[config.mk]
export PLATFORM = sky130hd
export DESIGN_NAME = note_sequencer
export DESIGN_NICKNAME = d
export VERILOG_FILES = /design/src/rtl/note_sequencer.sv
export SDC_FILE = /design/constraint.sdc
export NUM_CORES = 1
export LEC_CHECK = 0
export BUFFER_PORTS_ARGS = -buffer_cell sky130_fd_sc_hd__clkbuf_2
export CORE_MARGIN = 8
export CORE_UTILIZATION = 59
export CTS_BUF_LIST = sky130_fd_sc_hd__clkbuf_2
export CTS_CLUSTER_SIZE = 28
export DETAILED_ROUTE_END_ITERATION = 8
export GPL_TIMING_DRIVEN = 0
export PLACE_DENSITY = 0.79
export SKIP_CTS_REPAIR_TIMING = 1
export SLEW_MARGIN = 40
export SYNTH_ARGS = -nofsm -noshare
export SYNTH_HDL_FRONTEND = slang
export SYNTH_SLANG_ARGS = --single-unit
[constraint.sdc]
create_clock -name clk_5MHz -period 3.3 [get_ports clk_5MHz]
set_input_delay 0.825 -clock clk_5MHz [delete_from_list [all_inputs] [get_ports clk_5MHz]]
set_output_delay 0.825 -clock clk_5MHz [all_outputs]
set_load 0.02 [all_outputs]
[src/rtl/note_sequencer.sv]
// Note record/replay sequencer: owns the note RAM write pointer, times replay reads
// and arbitrates the tone path. Define LOOP_PLAYBACK_EN to replay continuously.
module note_sequencer #(
  parameter int ADDR_W     = 5,
  parameter int KEY_W      = 8,
  parameter int NOTE_TICKS = 1250000,
  parameter int GAP_TICKS  = 125000
) (
  input  logic              clk_5MHz,
  input  logic              resetn,
  input  logic              key_valid,
  input  logic [KEY_W-1:0]  key_in,
  input  logic              record,
  input  logic              erase,
  input  logic              play_all,
  input  logic              stop,
  output logic [ADDR_W-1:0] mem_addr,
  output logic              mem_we,
  output logic [KEY_W-1:0]  mem_wdata,
  input  logic [KEY_W-1:0]  mem_rdata,
  output logic [KEY_W-1:0]  note_out,
  output logic              note_valid,
  output logic              busy,
  output logic [ADDR_W:0]   count,
  output logic              full,
  output logic              empty
);
  localparam int TMAX = (NOTE_TICKS > GAP_TICKS) ? NOTE_TICKS : GAP_TICKS;
  localparam int TW   = $clog2(TMAX + 1);
  localparam logic [TW-1:0]   NOTE_LOAD = TW'(NOTE_TICKS - 1);
  localparam logic [TW-1:0]   GAP_LOAD  = TW'((GAP_TICKS > 0) ? GAP_TICKS - 1 : 0);
  localparam logic [ADDR_W:0] CAP       = (ADDR_W+1)'(2**ADDR_W);

  typedef enum logic [2:0] {IDLE, FETCH, WAIT_RD, PLAY, GAP} state_t;

  state_t            state, state_d;
  logic [ADDR_W:0]   rd_ptr, rd_ptr_d, rd_nxt, cnt_d;
  logic [TW-1:0]     tick, tick_d;
  logic [ADDR_W-1:0] mem_addr_d;
  logic [KEY_W-1:0]  mem_wdata_d, note_out_d;
  logic              mem_we_d, note_valid_d, busy_d, adv;

  assign rd_nxt = rd_ptr + (ADDR_W+1)'(1);

  always_comb begin
    state_d      = state;
    rd_ptr_d     = rd_ptr;
    tick_d       = tick;
    cnt_d        = count;
    mem_addr_d   = mem_addr;
    mem_we_d     = 1'b0;
    mem_wdata_d  = mem_wdata;
    note_out_d   = note_out;
    note_valid_d = 1'b0;
    busy_d       = busy;
    adv          = 1'b0;
    case (state)
      IDLE: begin
        if (play_all && count != '0) begin
          state_d    = FETCH;
          busy_d     = 1'b1;
          rd_ptr_d   = '0;
          mem_addr_d = '0;
        end else begin
          if (key_valid) begin
            note_out_d   = key_in;
            note_valid_d = 1'b1;
          end
          // erase beats a same-cycle record write
          if (erase && count != '0) begin
            cnt_d = count - (ADDR_W+1)'(1);
          end else if (record && key_valid && count != CAP) begin
            mem_we_d    = 1'b1;
            mem_addr_d  = count[ADDR_W-1:0];
            mem_wdata_d = key_in;
            cnt_d       = count + (ADDR_W+1)'(1);
          end
        end
      end
      FETCH:   state_d = WAIT_RD;
      WAIT_RD: begin
        note_out_d   = mem_rdata;
        note_valid_d = (mem_rdata != '0);
        tick_d       = NOTE_LOAD;
        state_d      = PLAY;
      end
      PLAY: begin
        if (tick != '0) begin
          tick_d       = tick - TW'(1);
          note_valid_d = (note_out != '0);
        end else if (GAP_TICKS > 0) begin
          tick_d  = GAP_LOAD;
          state_d = GAP;
        end else begin
          adv = 1'b1;
        end
      end
      GAP: begin
        if (tick != '0) tick_d = tick - TW'(1);
        else            adv    = 1'b1;
      end
      default: state_d = IDLE;
    endcase

    if (adv) begin
      rd_ptr_d = rd_nxt;
      if (rd_nxt == count) begin
`ifdef LOOP_PLAYBACK_EN
        rd_ptr_d   = '0;
        mem_addr_d = '0;
        state_d    = FETCH;
`else
        state_d = IDLE;
        busy_d  = 1'b0;
`endif
      end else begin
        mem_addr_d = rd_nxt[ADDR_W-1:0];
        state_d    = FETCH;
      end
    end

    if (stop && state != IDLE) begin
      state_d      = IDLE;
      busy_d       = 1'b0;
      note_valid_d = 1'b0;
    end
  end

  always_ff @(posedge clk_5MHz) begin
    if (!resetn) begin
      state      <= IDLE;
      rd_ptr     <= '0;
      tick       <= '0;
      count      <= '0;
      mem_addr   <= '0;
      mem_we     <= 1'b0;
      mem_wdata  <= '0;
      note_out   <= '0;
      note_valid <= 1'b0;
      busy       <= 1'b0;
      full       <= 1'b0;
      empty      <= 1'b1;
    end else begin
      state      <= state_d;
      rd_ptr     <= rd_ptr_d;
      tick       <= tick_d;
      count      <= cnt_d;
      mem_addr   <= mem_addr_d;
      mem_we     <= mem_we_d;
      mem_wdata  <= mem_wdata_d;
      note_out   <= note_out_d;
      note_valid <= note_valid_d;
      busy       <= busy_d;
      full       <= (cnt_d == CAP);
      empty      <= (cnt_d == '0);
    end
  end
endmodule
After elaboration in Yosys (flattened, before gate mapping) --
Index checks and enable logic that the tools add are counted.
Word-level totals: register bits after elaboration 62, input port bits 23, output and inout bits 32, logic and storage cells 91
Cells by class: add/subtract/negate cells 4, equality and inequality tests 13, mux-type cells 35, bitwise logic cells 4, reductions and logical operators 23
Operators by type and width (count):
- 21-bit one-hot mux with 3 select lines | 1
- 21-bit 2-to-1 mux | 2
- 6-bit 2-to-1 mux | 7
- 5-bit 2-to-1 mux | 6
- 21-bit nonzero test | 1
- 21-bit by 1-bit subtractor with 21-bit output, second input constant | 1
- 8-bit 2-to-1 mux | 2
- 8-bit one-hot mux with 2 select lines | 1
- 8-bit nonzero test | 2
- 3-bit one-hot mux with 5 select lines | 1
- 6-bit by 1-bit adder with 6-bit output, second input constant | 2
- 1-bit 2-to-1 mux | 11
- 3-bit 2-to-1 mux | 3
- 2-bit inequality test, second input constant | 4
- 3-bit by 2-bit equality test with 1-bit output, second input constant | 2
- 6-bit equality test | 1
- 6-bit equality test, second input constant | 1
- 6-bit zero test | 1
- 3-bit inequality test, second input constant | 2
- 6-bit inequality test, second input constant | 1
- 3-bit AND reduction | 2
- 2-bit nonzero test | 3
- 3-bit nonzero test | 2
- 6-bit nonzero test | 1
- 11 further kinds | 19

Depth between registers and ports, before layout --
depth in word-level cells 8, depth in mapped cells 10

Worst setup path after synthesis --
OpenSTA, ideal clock, no wires.
kind register to register, start point register count[0], end point register full, arrival time 2563 ps, slack 622 ps, cell stages (with the launch flop) 10, path buffers 1, clock period less this slack 2678 ps, cell sequence dfxtp_1 -> clkbuf_1 -> inv_1 -> ha_1 -> or4b_1 -> o21ai_1 -> mux2i_1 -> nor4b_1 -> o21bai_1 -> a2111oi_0
On the way: word-level cells in the longest chain between the ends 7, elaborated cells between the ends (all ways) 12, classes of those cells add/sub: 2; eq/ne: 2; mux: 4; reduce/logical: 4
Ends and longest elaborated chain:
- from (decl) | line 24 | output logic [ADDR_W:0] count,
- from (signal assigned) | line 147 | count <= cnt_d;
- parallel branches: the longest is 5 deep, another holds 6-bit by 1-bit adder with 6-bit output
- 6-bit 2-to-1 mux * | line 57 | case (state)
- 6-bit equality test * | line 154 | full <= (cnt_d == CAP);
- to (signal assigned) | line 154
- to (decl) | line 25 | output logic full,
Every way passes the cells marked *. A chain may end at the register's enable or synchronous reset.

Final worst setup path --
Same ends and word-level chain as after synthesis.

==> results.txt <==
clock tree sinks = 62
Reg clk slew, reported paths = 0.17 ns
power per cell area = 833 mW/mm²
WL per Instance = 16.8 µm
synthesized area per cell = 8.30 µm²
Total Routing Usage GR = 0.218
chip height = 93.0 µm
most frequent cells in the layout = 63 x clkbuf_2, 62 x dfxtp_1, 55 x nor2_1
Crit Path Max Fanout = 7
worst slew pin tran = 0.855 ns
main flop type after synthesis = dfxtp_1
largest net degree at the start of global routing = 12
Core Util, Final = 0.688
CP Cell Sequence = clkbuf_1 -> inv_1 -> ha_1 -> or4b_1 -> o21ai_2 -> mux2i_1 -> nor4b_1 -> o21bai_1 -> a2111oi_0
die area = 0.00864 mm²
CP Data Required Time = 3.70 ns
Remaining Overflow, GRT = 0
placed instance count = 550
Setup TNS = 0 ns
Final Hold Vio Count = 0
proportion of layout cells with a drive suffix above 1 = 0.183
crit path DAT = 3.38 ns
Final HPWL DP = 6.95 mm
H-Tree Depth = 3
CTS Buf Count = 9
Post-Syn Instances = 421
Bufs and invs on worst path = 2
count of final setup violators = 0
CP Launch Type = register
root buffer cell = clkbuf_2
Nets = 515
min cycle time layout = 2.98 ns
hold crit path type = register to register
Setup CP Type = register to register
core box area = 0.00582 mm²
global placement routability congestion = 0.892
Fmax = 0.335 GHz
clk_lat worst skew = 0.52 ns
Lkg Pwr = 0.00164 µW
outcome = complete, no violations
number of synthesized flops with an enable pin = 0
Worst setup EP type = register
Diodes inserted = 0
Initial Util = 0.601
delay-heaviest family, CP = compound AO/OA/AOI/OAI gates
Max-slew headroom = 0.430
Psw = 1580 µW
# IOs = 55
Fill cells = 500
final period utilization = 0.904
Vias/cell = 6.11
synthesis-stage register bit count = 62
CTS Buffer Depth = 2
antenna violations before repair = 0
Die W = 93.0 µm
pre-CTS setup slack = 0.251 ns
DRT iter0 DRCs = 193
Setup Skew = 0.0311 ns
Synth Cell Area = 0.00350 mm²
Sw Ratio = 0.476
most common cell after layout, fill and taps aside = clkbuf_2
maxcap violations = 0
wirelength, routed = 9.52 mm
DRT Pass-1 Iters = 4
RSZ-0062 raised after global routing = false
sequential share of the synthesized area = 0.355
Post-Syn Nets = 450
Power Total = 3330 µW
Port-buffer cells = 54
area growth from synthesis to layout = 14.4%
Critical Path Slowest Stage Cell = or4b_1
Ys Warns = 0
Final Max Tran Viols = 0
Seq pwr share = 0.301
PnR worst setup slack = 0.316 ns
num rows = 28
vias in the first global route = 3229
max incr delay on CP = 0.52 ns
Yosys cell types = 60
Int Power = 1750 µW
via count = 3460
clock network power share = 0.140
Residual DRC = 0
post-route insts no fill = 566
Comb pwr share = 0.560
Post-DRT Antenna Nets = 0
first-pass GRT wire length = 15.3 mm
fraction of registers with async set/reset = 0
Peak VDD IR = 434 µV
CTS tree = done
==> worst paths after layout <==
| check | from | endpoint | slack [ns] | depth (start not counted) |
|---|---|---|---|---|
| setup / recovery | count[0] | full | 0.32 | 9 |
| hold / removal | tick[18] | tick[18] | 0.48 | 2 |
| setup reg to reg | count[0] | full | 0.32 | 9 |
| hold reg to reg | tick[18] | tick[18] | 0.48 | 2 |
==> final cells by class <==
class	count	area, µm²	area share
Tap cell	75	93.8	0.0235
Clock buffer	9	45.0	0.0113
Multi-Input combinational cell	323	2130	0.533
Clock inverter	7	65.1	0.0163
Sequential cell	62	1240	0.310
Inverter	13	48.8	0.0122
Buffer	23	104	0.0260
Timing Repair Buffer	54	270	0.0676
==> cells by family after synthesis <==
family,synth area share
AOI/OAI and AO/OA,0.215
xor gates and xnor gates,0.0619
adders and majority gates,0.0215
buffers and inverters,0.0437
DFF,0.355
muxes,0.0515
and+or+nand+nor,0.251
==> synth_stat cells (3+ instances only) <==
library cell	n	area, µm²
o21ai_1	4	20.0
nand3b_1	4	30.0
nand3_1	13	65.1
dfxtp_1	62	1240
nor2b_1	4	25.0
o31ai_1	3	22.5
nand4_1	5	31.3
xnor3_1	3	67.6
or4_1	4	30.0
ha_1	6	75.1
nor2_1	55	206
or3_1	6	37.5
o21a_1	3	22.5
mux2i_1	18	180
and2_1	4	25.0
nor4_1	7	43.8
clkbuf_1	16	60.1
xor2_1	6	52.6
a31oi_1	4	25.0
a2111oi_0	4	35.0
and3_1	6	37.5
a21oi_1	25	125
nor4b_1	5	43.8
xnor2_1	11	96.3
inv_1	13	48.8
nand2b_1	6	37.5
buf_2	5	25.0
nand2_1	18	67.6
o21ai_0	30	150
a211oi_1	16	120
a221oi_1	6	52.6
nor3_1	13	65.1
o31a_1	3	26.3
==> routing by layer <==
metal,global-route usage,vias to the layer above,wire [µm]
met2,0.346,113,4510
met3,0.0497,25,565
met4,0.106,0,269
met1,0.272,1623,4170
met5,0,-,0
li1,-,1699,-
==> flip-flops by register name, summed over array words and instances, names as in the netlist <==
signal	flops
tick	21
state	3
rd_ptr	6
count	6
note_valid	1
note_out	8
full	1
empty	1
mem_addr	5
busy	1
mem_we	1
mem_wdata	8
==> power by group through the flow <==
stage / Sequential (µW) / Combinational [µW] / Clock, µW
floorplan: 1100 / 1280 / 0
global placement: 1010 / 1790 / 0
detailed placement: 1010 / 1830 / 0
CTS: 998 / 1840 / 470
global route: 1020 / 2060 / 510
finish: 1000 / 1860 / 465
==> tightest hold or removal path, stage by stage (launching register included) <==
cell	delay (ns)
dfxtp_1	0.35
nand2_1	0.05
o21ai_0	0.06
==> metrics by stage <==
stage | hold slack [ns] | instance area (µm²)
finish | 0.483 | 4000
global placement | 0.459 | 3860
detailed placement | 0.467 | 3870
floorplan | 0.449 | 3500
CTS | 0.488 | 3980
global route | 0.504 | 4000
(Power assumes the default switching activity.)
